### config.mk
export PLATFORM = sky130hd
export DESIGN_NAME = mem_port_arbiter_flat
export DESIGN_NICKNAME = d
export VERILOG_FILES = /design/src/rtl/mem_port_arbiter_pkg.sv /design/src/rtl/mem_port_arbiter_if.sv /design/src/rtl/mem_port_arbiter_starve_ctr.sv /design/src/rtl/mem_port_arbiter.sv /design/src/flat_wrapper.sv
export SDC_FILE = /design/constraint.sdc
export NUM_CORES = 1
export LEC_CHECK = 0
export CAP_MARGIN = 0
export CELL_PAD_IN_SITES_DETAIL_PLACEMENT = 0
export CELL_PAD_IN_SITES_GLOBAL_PLACEMENT = 1
export CORE_MARGIN = 5
export CORE_UTILIZATION = 27
export CTS_CLUSTER_DIAMETER = 100
export DETAILED_ROUTE_END_ITERATION = 10
export PLACE_DENSITY_LB_ADDON = 0.3
export SETUP_SLACK_MARGIN = 0.1
export SLEW_MARGIN = 20
export SYNTH_ARGS = -nofsm -noshare
export SYNTH_HDL_FRONTEND = slang
export SYNTH_SLANG_ARGS = --single-unit
### constraint.sdc
create_clock -name clk -period 2.8 [get_ports clk]
set_input_delay 0.56 -clock clk [delete_from_list [all_inputs] [get_ports clk]]
set_output_delay 0.56 -clock clk [all_outputs]
set_load 0.02 [all_outputs]
### src/rtl/mem_port_arbiter_pkg.sv
// Shared types and defaults for the fetch/data memory port arbiter.
//   arb_state_t    : arbiter FSM states (IDLE -> REQ -> WAIT -> IDLE)
//   owner_t        : which pipeline stage owns the outstanding transaction
//   STARVE_MAX_DEF : default number of consecutive data wins while fetch waits
package riscv_mem_pkg;

  typedef enum logic [1:0] {
    IDLE = 2'd0,
    REQ  = 2'd1,
    WAIT = 2'd2
  } arb_state_t;

  typedef enum logic [1:0] {
    OWN_NONE = 2'd0,
    OWN_IF   = 2'd1,
    OWN_DM   = 2'd2
  } owner_t;

  localparam int STARVE_MAX_DEF = 4;

endpackage

### src/rtl/mem_port_arbiter_if.sv
// Bundle of every handshake/bus signal around the arbiter.
//   Fetch side : InstrReqF, PCF, FlushF -> InstrValidF, InstrRdataF, StallF
//   Data side  : DataReqM, DataWeM, DataAddrM, DataWdataM, DataBeM
//                -> DataValidM, DataRdataM, StallM
//   Memory side: MemReq, MemWe, MemAddr, MemWdata, MemBe -> MemGnt, MemRvalid, MemRdata
// Modport slave is the arbiter's view; modport master is the view of the
// surrounding pipeline plus memory that drives the arbiter.
interface mem_port_arbiter_if #(
  parameter int ADDR_W = 32,
  parameter int DATA_W = 32
);

  logic                  InstrReqF;
  logic [ADDR_W-1:0]     PCF;
  logic                  FlushF;
  logic                  InstrValidF;
  logic [DATA_W-1:0]     InstrRdataF;
  logic                  StallF;

  logic                  DataReqM;
  logic                  DataWeM;
  logic [ADDR_W-1:0]     DataAddrM;
  logic [DATA_W-1:0]     DataWdataM;
  logic [DATA_W/8-1:0]   DataBeM;
  logic                  DataValidM;
  logic [DATA_W-1:0]     DataRdataM;
  logic                  StallM;

  logic                  MemReq;
  logic                  MemWe;
  logic [ADDR_W-1:0]     MemAddr;
  logic [DATA_W-1:0]     MemWdata;
  logic [DATA_W/8-1:0]   MemBe;
  logic                  MemGnt;
  logic                  MemRvalid;
  logic [DATA_W-1:0]     MemRdata;

  modport slave (
    input  InstrReqF, PCF, FlushF,
    output InstrValidF, InstrRdataF, StallF,
    input  DataReqM, DataWeM, DataAddrM, DataWdataM, DataBeM,
    output DataValidM, DataRdataM, StallM,
    output MemReq, MemWe, MemAddr, MemWdata, MemBe,
    input  MemGnt, MemRvalid, MemRdata
  );

  modport master (
    output InstrReqF, PCF, FlushF,
    input  InstrValidF, InstrRdataF, StallF,
    output DataReqM, DataWeM, DataAddrM, DataWdataM, DataBeM,
    input  DataValidM, DataRdataM, StallM,
    input  MemReq, MemWe, MemAddr, MemWdata, MemBe,
    output MemGnt, MemRvalid, MemRdata
  );

endinterface

### src/rtl/mem_port_arbiter_starve_ctr.sv
// Saturating fetch-starvation counter.
//   clk, reset : clock and synchronous active-high reset
//   inc        : count one more data win (saturates at MAX)
//   clr        : return to zero (wins over inc)
//   at_max     : counter has reached MAX, fetch must be served next
module arb_starve_ctr #(
  parameter int MAX = 4
) (
  input  logic clk,
  input  logic reset,
  input  logic inc,
  input  logic clr,
  output logic at_max
);

  localparam int CNT_W = (MAX < 1) ? 1 : $clog2(MAX + 1);
  localparam logic [CNT_W-1:0] CNT_MAX = CNT_W'(MAX);

  logic [CNT_W-1:0] cnt;

  always_ff @(posedge clk) begin
    if (reset) begin
      cnt <= '0;
    end else if (clr) begin
      cnt <= '0;
    end else if (inc && (cnt != CNT_MAX)) begin
      cnt <= cnt + 1'b1;
    end
  end

  assign at_max = (cnt == CNT_MAX);

endmodule

### src/rtl/mem_port_arbiter.sv
// Arbiter sharing one single-ported memory between instruction fetch (F)
// and load/store (M). One transaction is outstanding at a time; its
// response is steered back to the owning stage, the losing stage stalls,
// and responses of flushed fetches are swallowed.
//   clk, reset : clock and synchronous active-high reset
//   bus        : mem_port_arbiter_if.slave carrying the fetch, data and
//                memory handshakes (Mem* outputs are registered; Valid,
//                Rdata and Stall outputs are combinational)
module mem_port_arbiter
  import riscv_mem_pkg::*;
#(
  parameter int ADDR_W     = 32,
  parameter int DATA_W     = 32,
  parameter int STARVE_MAX = STARVE_MAX_DEF
) (
  input  logic             clk,
  input  logic             reset,
  mem_port_arbiter_if.slave bus
);

  localparam int BE_W = DATA_W / 8;

  arb_state_t           state;
  owner_t               owner;
  logic                 cancel;

  logic                 mem_req;
  logic                 mem_we;
  logic [ADDR_W-1:0]    mem_addr;
  logic [DATA_W-1:0]    mem_wdata;
  logic [BE_W-1:0]      mem_be;

  logic                 at_max;
  logic                 pick_dm;
  logic                 pick_if;
  logic                 st_inc;
  logic                 st_clr;
  logic                 rsp_fire;

  // Data wins unless fetch has already lost STARVE_MAX times in a row.
  always_comb begin
    pick_dm = bus.DataReqM && !(bus.InstrReqF && at_max);
    pick_if = !pick_dm && bus.InstrReqF;
    st_inc  = (state == IDLE) && pick_dm && bus.InstrReqF;
    st_clr  = (state == IDLE) && (pick_if || !bus.InstrReqF);
  end

  arb_starve_ctr #(
    .MAX (STARVE_MAX)
  ) u_starve (
    .clk    (clk),
    .reset  (reset),
    .inc    (st_inc),
    .clr    (st_clr),
    .at_max (at_max)
  );

  always_ff @(posedge clk) begin
    if (reset) begin
      state     <= IDLE;
      owner     <= OWN_NONE;
      cancel    <= 1'b0;
      mem_req   <= 1'b0;
      mem_we    <= 1'b0;
      mem_addr  <= '0;
      mem_wdata <= '0;
      mem_be    <= '0;
    end else begin
      case (state)
        IDLE: begin
          cancel <= 1'b0;
          if (pick_dm) begin
            owner     <= OWN_DM;
            mem_req   <= 1'b1;
            mem_we    <= bus.DataWeM;
            mem_addr  <= bus.DataAddrM;
            mem_wdata <= bus.DataWdataM;
            mem_be    <= bus.DataBeM;
            state     <= REQ;
          end else if (pick_if) begin
            owner     <= OWN_IF;
            mem_req   <= 1'b1;
            mem_we    <= 1'b0;
            mem_addr  <= bus.PCF;
            mem_wdata <= '0;
            mem_be    <= '1;
            state     <= REQ;
          end
        end
        REQ: begin
          if ((owner == OWN_IF) && bus.FlushF) begin
            cancel <= 1'b1;
          end
          // A response before the grant cannot belong to us; ignore it.
          if (bus.MemGnt) begin
            mem_req <= 1'b0;
            state   <= WAIT;
          end
        end
        WAIT: begin
          if ((owner == OWN_IF) && bus.FlushF) begin
            cancel <= 1'b1;
          end
          if (bus.MemRvalid) begin
            owner  <= OWN_NONE;
            cancel <= 1'b0;
            state  <= IDLE;
          end
        end
        default: begin
          state <= IDLE;
        end
      endcase
    end
  end

  // Gating with reset keeps a response arriving during reset from
  // escaping as a Valid pulse.
  assign rsp_fire = !reset && (state == WAIT) && bus.MemRvalid;

  // A flush in the completion cycle itself also kills the fetch response.
  assign bus.InstrValidF = rsp_fire && (owner == OWN_IF) && !cancel && !bus.FlushF;
  assign bus.DataValidM  = rsp_fire && (owner == OWN_DM);
  assign bus.InstrRdataF = bus.MemRdata;
  assign bus.DataRdataM  = bus.MemRdata;
  assign bus.StallF      = bus.InstrReqF & ~bus.InstrValidF;
  assign bus.StallM      = bus.DataReqM & ~bus.DataValidM;

  assign bus.MemReq   = mem_req;
  assign bus.MemWe    = mem_we;
  assign bus.MemAddr  = mem_addr;
  assign bus.MemWdata = mem_wdata;
  assign bus.MemBe    = mem_be;

endmodule

### src/flat_wrapper.sv
// flat-port wrapper written by rule: the top's interface ports become plain ports
module mem_port_arbiter_flat import riscv_mem_pkg::*;
#(
  parameter int ADDR_W     = 32,
  parameter int DATA_W     = 32,
  parameter int STARVE_MAX = STARVE_MAX_DEF
)
  (clk, reset, bus_InstrReqF, bus_PCF, bus_FlushF, bus_InstrValidF, bus_InstrRdataF, bus_StallF, bus_DataReqM, bus_DataWeM, bus_DataAddrM, bus_DataWdataM, bus_DataBeM, bus_DataValidM, bus_DataRdataM, bus_StallM, bus_MemReq, bus_MemWe, bus_MemAddr, bus_MemWdata, bus_MemBe, bus_MemGnt, bus_MemRvalid, bus_MemRdata);
  mem_port_arbiter_if #(.ADDR_W(ADDR_W), .DATA_W(DATA_W)) bus_i ();
  input  logic clk;
  input  logic reset;
  input wire logic [$bits(bus_i.InstrReqF)-1:0] bus_InstrReqF;
  input wire logic [$bits(bus_i.PCF)-1:0] bus_PCF;
  input wire logic [$bits(bus_i.FlushF)-1:0] bus_FlushF;
  output wire logic [$bits(bus_i.InstrValidF)-1:0] bus_InstrValidF;
  output wire logic [$bits(bus_i.InstrRdataF)-1:0] bus_InstrRdataF;
  output wire logic [$bits(bus_i.StallF)-1:0] bus_StallF;
  input wire logic [$bits(bus_i.DataReqM)-1:0] bus_DataReqM;
  input wire logic [$bits(bus_i.DataWeM)-1:0] bus_DataWeM;
  input wire logic [$bits(bus_i.DataAddrM)-1:0] bus_DataAddrM;
  input wire logic [$bits(bus_i.DataWdataM)-1:0] bus_DataWdataM;
  input wire logic [$bits(bus_i.DataBeM)-1:0] bus_DataBeM;
  output wire logic [$bits(bus_i.DataValidM)-1:0] bus_DataValidM;
  output wire logic [$bits(bus_i.DataRdataM)-1:0] bus_DataRdataM;
  output wire logic [$bits(bus_i.StallM)-1:0] bus_StallM;
  output wire logic [$bits(bus_i.MemReq)-1:0] bus_MemReq;
  output wire logic [$bits(bus_i.MemWe)-1:0] bus_MemWe;
  output wire logic [$bits(bus_i.MemAddr)-1:0] bus_MemAddr;
  output wire logic [$bits(bus_i.MemWdata)-1:0] bus_MemWdata;
  output wire logic [$bits(bus_i.MemBe)-1:0] bus_MemBe;
  input wire logic [$bits(bus_i.MemGnt)-1:0] bus_MemGnt;
  input wire logic [$bits(bus_i.MemRvalid)-1:0] bus_MemRvalid;
  input wire logic [$bits(bus_i.MemRdata)-1:0] bus_MemRdata;
  assign bus_i.InstrReqF = bus_InstrReqF;
  assign bus_i.PCF = bus_PCF;
  assign bus_i.FlushF = bus_FlushF;
  assign bus_InstrValidF = bus_i.InstrValidF;
  assign bus_InstrRdataF = bus_i.InstrRdataF;
  assign bus_StallF = bus_i.StallF;
  assign bus_i.DataReqM = bus_DataReqM;
  assign bus_i.DataWeM = bus_DataWeM;
  assign bus_i.DataAddrM = bus_DataAddrM;
  assign bus_i.DataWdataM = bus_DataWdataM;
  assign bus_i.DataBeM = bus_DataBeM;
  assign bus_DataValidM = bus_i.DataValidM;
  assign bus_DataRdataM = bus_i.DataRdataM;
  assign bus_StallM = bus_i.StallM;
  assign bus_MemReq = bus_i.MemReq;
  assign bus_MemWe = bus_i.MemWe;
  assign bus_MemAddr = bus_i.MemAddr;
  assign bus_MemWdata = bus_i.MemWdata;
  assign bus_MemBe = bus_i.MemBe;
  assign bus_i.MemGnt = bus_MemGnt;
  assign bus_i.MemRvalid = bus_MemRvalid;
  assign bus_i.MemRdata = bus_MemRdata;
  mem_port_arbiter #(.ADDR_W(ADDR_W), .DATA_W(DATA_W), .STARVE_MAX(STARVE_MAX)) u_core (.clk(clk), .reset(reset), .bus(bus_i));
endmodule
# --- Word-level counts from Yosys, hierarchy flattened ---
# Cells that the tools add are included.
totals:
  regBits: 78
  inputBits: 140
  output_inout_bits: 138
  elab_cells: 76
op_classes:
  addsub: 1
  n_eq_ne: 9
  mux: 22
  n_bitwise: 4
  n_reduce_logical: 31
op_table:
  columns: ["op", "count"]
  rows:
  - ["32-bit two-way mux", 4]
  - ["1-bit logical AND", 14]
  - ["2-bit two-way mux", 5]
  - ["3-bit AND reduction", 3]
  - ["4-bit two-way mux", 2]
  - ["1-bit two-way mux", 7]
  - ["1-bit zero test", 6]
  - ["2-bit case mux with 3 select lines", 1]
  - ["2-bit nonzero test", 3]
  - ["2-bit by 1-bit equality test with 1-bit output, second input constant", 2]
  - ["2-bit equality test, second input constant", 2]
  - ["2-bit inequality test, second input constant", 2]
  - ["2-bit case mux with 2 select lines", 1]
  - ["3-bit by 1-bit adder with 3-bit output, second input constant", 1]
  - ["3-bit equality test, second input constant", 1]
  - ["3-bit by 1-bit inequality test with 1-bit output, second input constant", 1]
  - ["3-bit inequality test, second input constant", 1]
  - ["1-bit case mux with 3 select lines", 1]
  - ["3-bit nonzero test", 1]
  - ["1-bit AND", 2]
  - ["2-bit zero test", 1]
  - ["1-bit inverter", 2]
  - ["1-bit case mux with 2 select lines", 1]
  - ["2-bit AND reduction", 1]
  - ["2 further kinds", 2]

# --- Longest topological paths before layout ---
logic_depth:
  depth_word: 9
  depth_mapped: 7
  mapped_depth_nobuf: 5

# --- By module ---
# Synthesis repeated with hierarchy kept, for this count alone.
unflattened:
  cells_unflattened: 404
  hier_area_um2: 3682.3
by_module_without_submodules:
  columns: ["mod", "instances", "cells_per_inst", "area_per_inst_um2", "seq_area_each_um2"]
  rows:
  - ["mem_port_arbiter", 1, 386, 3494.6, 1501.4]
  - ["arb_starve_ctr", 1, 18, 187.7, 60.1]

# --- Worst setup path after synthesis ---
# No wires, ideal clock.
synth_path:
  path_kind: "input -> output"
  start: "input port reset"
  end: "output port bus_StallF"
  t_arrival_ns: 1.748
  required_ns: 2.240
  slack_ns: 0.492
  cell_stages: 3
  path_buffers: 0
  path_cell_list: "nand3b_1 > nor4_1 > nor2b_1"
synth_via:
  elab_chain_len: 8
synth_rtl:
  columns: ["element", "line", "source"]
  rows:
  - ["from (decl)", "flat_wrapper.sv:11", "input logic reset;"]
  - ["1-bit zero test", "mem_port_arbiter.sv:119", "assign rsp_fire = !reset && (state == WAIT) && bus.MemRvalid;"]
  - ["1-bit logical AND (2 in series)", "mem_port_arbiter.sv:119", null]
  - ["1-bit logical AND (3 in series)", "mem_port_arbiter.sv:122", "assign bus.InstrValidF = rsp_fire && (owner == OWN_IF) && !cancel && !bus.FlushF;"]
  - ["via bus_InstrValidF", "flat_wrapper.sv:15", "output wire logic [$bits(bus_i.InstrValidF)-1:0] bus_InstrValidF;"]
  - ["1-bit inverter", "mem_port_arbiter.sv:126", "assign bus.StallF = bus.InstrReqF & ~bus.InstrValidF;"]
  - ["1-bit AND", "mem_port_arbiter.sv:126", null]
  - ["to (decl)", "flat_wrapper.sv:17", "output wire logic [$bits(bus_i.StallF)-1:0] bus_StallF;"]
# The timed path passes the listed nets, and every way through them passes these cells.

# --- Final worst setup path ---
layout_path:
  start: "register u_core.state[0]"
  end: "output port bus_StallM"
layout_via:
  elab_chain_len: 6
layout_rtl:
  columns: ["element", "line", "source"]
  rows:
  - ["from (decl)", "mem_port_arbiter.sv:23", "arb_state_t state;"]
  - ["from (signal assigned)", "mem_port_arbiter.sv:60", "state <= IDLE;"]
  - ["from (signal assigned)", "mem_port_arbiter.sv:79", "state <= REQ;"]
  - ["from (signal assigned)", "mem_port_arbiter.sv:87", "state <= REQ;"]
  - ["2-bit equality test", "mem_port_arbiter.sv:119", null]
  - ["1-bit logical AND (2 in series)", "mem_port_arbiter.sv:119", null]
  - ["1-bit logical AND", "mem_port_arbiter.sv:123", "assign bus.DataValidM = rsp_fire && (owner == OWN_DM);"]
  - ["1-bit inverter", "mem_port_arbiter.sv:127", "assign bus.StallM = bus.DataReqM & ~bus.DataValidM;"]
  - ["1-bit AND", "mem_port_arbiter.sv:127", null]
  - ["to (decl)", "flat_wrapper.sv:25", "output wire logic [$bits(bus_i.StallM)-1:0] bus_StallM;"]
# Every way passes these cells.

==> flow_summary.yaml <==
floorplanning:
  io_pins: 278
  initial_utilization_pct: 27.39
  die_w_um: 133.7
  core_sq_um: 15090
  die_height_um: 133.7
  rows: 45
  die_area_sq_um: 17880
yosys:
  netlist.area_leader.share_pct: 37.78
  ys_warn_count: 0
  synth_area_sq_um: 4133
  syn-num-nets: 588
  synthArstFlopShare_pct: 0
  yosysSeqAreaShare_pct: 37.78
  synth_edf_count: 0
  syn_inst: 441
  synth_seq_cells: 78
  ys.flop_type: "dfxtp_1"
  avgSynthCellArea_sq_um: 9.371
  synth_area_leaders: "dfxtp_1 38%, buf_4 13%, a32oi_1 7.0%"
  ys_types: 41
  synth_top_cell_by_area: "dfxtp_1"
sta:
  tns_ns: 0
  tightest_slew_ns: 0.5210
  setup_viol: 0
  whs_ns: 0.4823
  relSlewSlack_pct: 65.27
  final_max_slew_viol_count: 0
  skew_ns: 0.004449
  period_needed_ns: 2.484
  finalCritPeriodShare_pct: 88.70
  hold_viol_final: 0
  fmax_ghz: 0.4027
  rsz0062_at_grt: "no"
clocking:
  cts_tree: "done"
  cts_sinks: 78
  clk_pin_slew_worst_paths_ns: 0.06
  cts_max_path_buffers: 2
  root_buffer: "clkbuf_16"
  cts_made_buffers: 9
  clkLatencyLatePin_ns: 0.34
  htreeDepth: 3
detailed_routing:
  drc: 0
  firstDrtPassIters: 4
  drtIter0Drc: 158
  routedWlPerCell_um: 17.92
  num_vias: 3653
  via_per_inst: 4.970
  finalWirelength_um: 13170
  postRouteAntennaNets: 0
critical_path:
  reg2reg_to: "u_core.bus.MemBe[1]"
  path_max_fanout: 4
  regToRegStartpoint: "u_core.state[0]"
  endpoint_kind: "primary output"
  worst_ep_arrival_time_ns: 1.92
  cp-start-kind: "register"
  required_ns: 2.24
  r2r_setup_slack_ns: 0.92
  crit_type: "reg2out"
  r2r_cells: 6
hold_path:
  hold_path_startpoint: "u_core.u_starve.cnt[1]"
  hold_end: "u_core.u_starve.cnt[1]"
  hold_class: "reg2reg"
  hold_depth: 2
place:
  io_buffers: 181
  routabilityCongestion: 0.7410
  dp_hpwl_um: 8988
  dpl_cell_area_sq_um: 5532
finish:
  layout_commonest_cell: "clkdlybuf4s50_1"
  fin_nets: 689
  area_growth_pct: 40.45
  final_cell_mix: "176 x clkdlybuf4s50_1, 78 x dfxtp_1, 36 x o21ai_0"
  design_area_sq_um: 5804
  diodes: 0
  drive_gt1_share_pct: 17.73
status:
  status: "completed"
global_route:
  grt_pass1_vias: 3892
  overflow: 0
  grt_pass1_wl_um: 21050
  antenna_found_initial: 0
  grt_max_degree: 45
  grt_use_total_pct: 14.58
power_and_ir_drop:
  power_density_nw_per_um2: 710.6
  vdd_ir_drop_max_v: 0.0002365
  p_leak_nw: 2.027
flow_run:
  cap_violations: 0
final cells by class:
cell class,count,area [sq um]
clock buffer,10,229.0
sequential,78,1562
inverter,9,33.78
tap,188,235.2
multi-input combinational,249,1770
timing repair buffer,195,1936
fill,1528,9285
clock inverter,6,38.79
layer usage:
| layer | share of wire (%) | up-vias | global-route usage (%) |
|---|---|---|---|
| li1 | - | 1752 | - |
| met1 | 43 | 1743 | 17.30 |
| met2 | 46 | 139 | 23.69 |
| met3 | 9.0 | 19 | 5.740 |
| met4 | 1.8 | 0 | 5.657 |
| met5 | 0 | - | 0 |
timing repair:
| action | 4_1_cts | 5_1_grt |
|---|---|---|
| setup endpoints to repair | 4 | 1 |
| resized for setup | 3 | 2 |
| hold buffers | 0 | 0 |
| endpoints found under the hold margin | 0 | 0 |
| setup buffers | 0 | 0 |
cell usage after synthesis, types with 2 or more instances:
master / count
nand4_1: 2
clkbuf_1: 10
buf_2: 13
buf_4: 69
nand2_1: 6
o21ai_0: 36
dfxtp_1: 78
inv_1: 7
inv_2: 2
nor2_1: 35
clkbuf_4: 2
a21oi_2: 30
o21ai_2: 30
nor2b_1: 3
a32o_1: 2
o221a_1: 4
o21ai_1: 3
buf_12: 3
buf_6: 8
a31oi_1: 32
a32oi_1: 33
nor4bb_1: 2
ha_1: 7
a21oi_1: 7
stage by stage:
| step | instances | total power, mW | setup slack (ns) | util [%] |
|---|---|---|---|---|
| after floorplan | 441 | 2.588 | 0.4921 | - |
| after global placement | 719 | 3.071 | 0.08321 | 36.66 |
| after detailed placement | 719 | 3.087 | 0.04538 | 36.66 |
| after CTS | 735 | 4.204 | 0.1070 | 38.41 |
| after global routing | 735 | 4.376 | 0.1547 | 38.47 |
| final | 735 | 4.125 | 0.3165 | 38.47 |
report_power, final:
group,switching [mW],internal [mW],total (mW)
sequential,0.131,1.31,1.44
clock,0.474,0.597,1.07
combinational,0.863,0.748,1.61
total,1.47,2.66,4.12
sequential cells by signal, indices dropped and copies added (netlist names):
name,flops
u_core.bus.MemAddr,32
u_core.bus.MemBe,4
u_core.bus.MemReq,1
u_core.bus.MemWdata,32
u_core.bus.MemWe,1
u_core.cancel,1
u_core.owner,2
u_core.state,2
u_core.u_starve.cnt,3
critical path, cell delays in order, from the launching register on:
cell and delay [ns]:
dfxtp_1 0.39, inv_1 0.10, ha_1 0.25, nand3b_1 0.15
nor3b_1 0.07, buf_4 0.15, nor2_1 0.12, dlygate4sd2_1 0.36
kinds of logic (layout without fill, tap and decap cells):
family	Yosys count	count (layout)	synth area share, %
fa+ha+maj	7	7	2.119
simple gates	58	58	7.146
flops	78	78	37.78
compound gates	184	184	33.12
buf+inv	114	220	19.83
worst max path at each step:
stage          cells after the start         endpoint       startpoint
3_5_place_dp                       4  bus_InstrValidF            reset
5_1_grt                            7       bus_StallM  u_core.state[0]
2_1_floorplan                      3       bus_StallF            reset
6_report                           7       bus_StallM  u_core.state[0]
4_1_cts                            6       bus_StallF  u_core.state[0]
3_3_place_gp                       4  bus_InstrValidF            reset
Note: power is estimated with default switching activity, not from simulation.
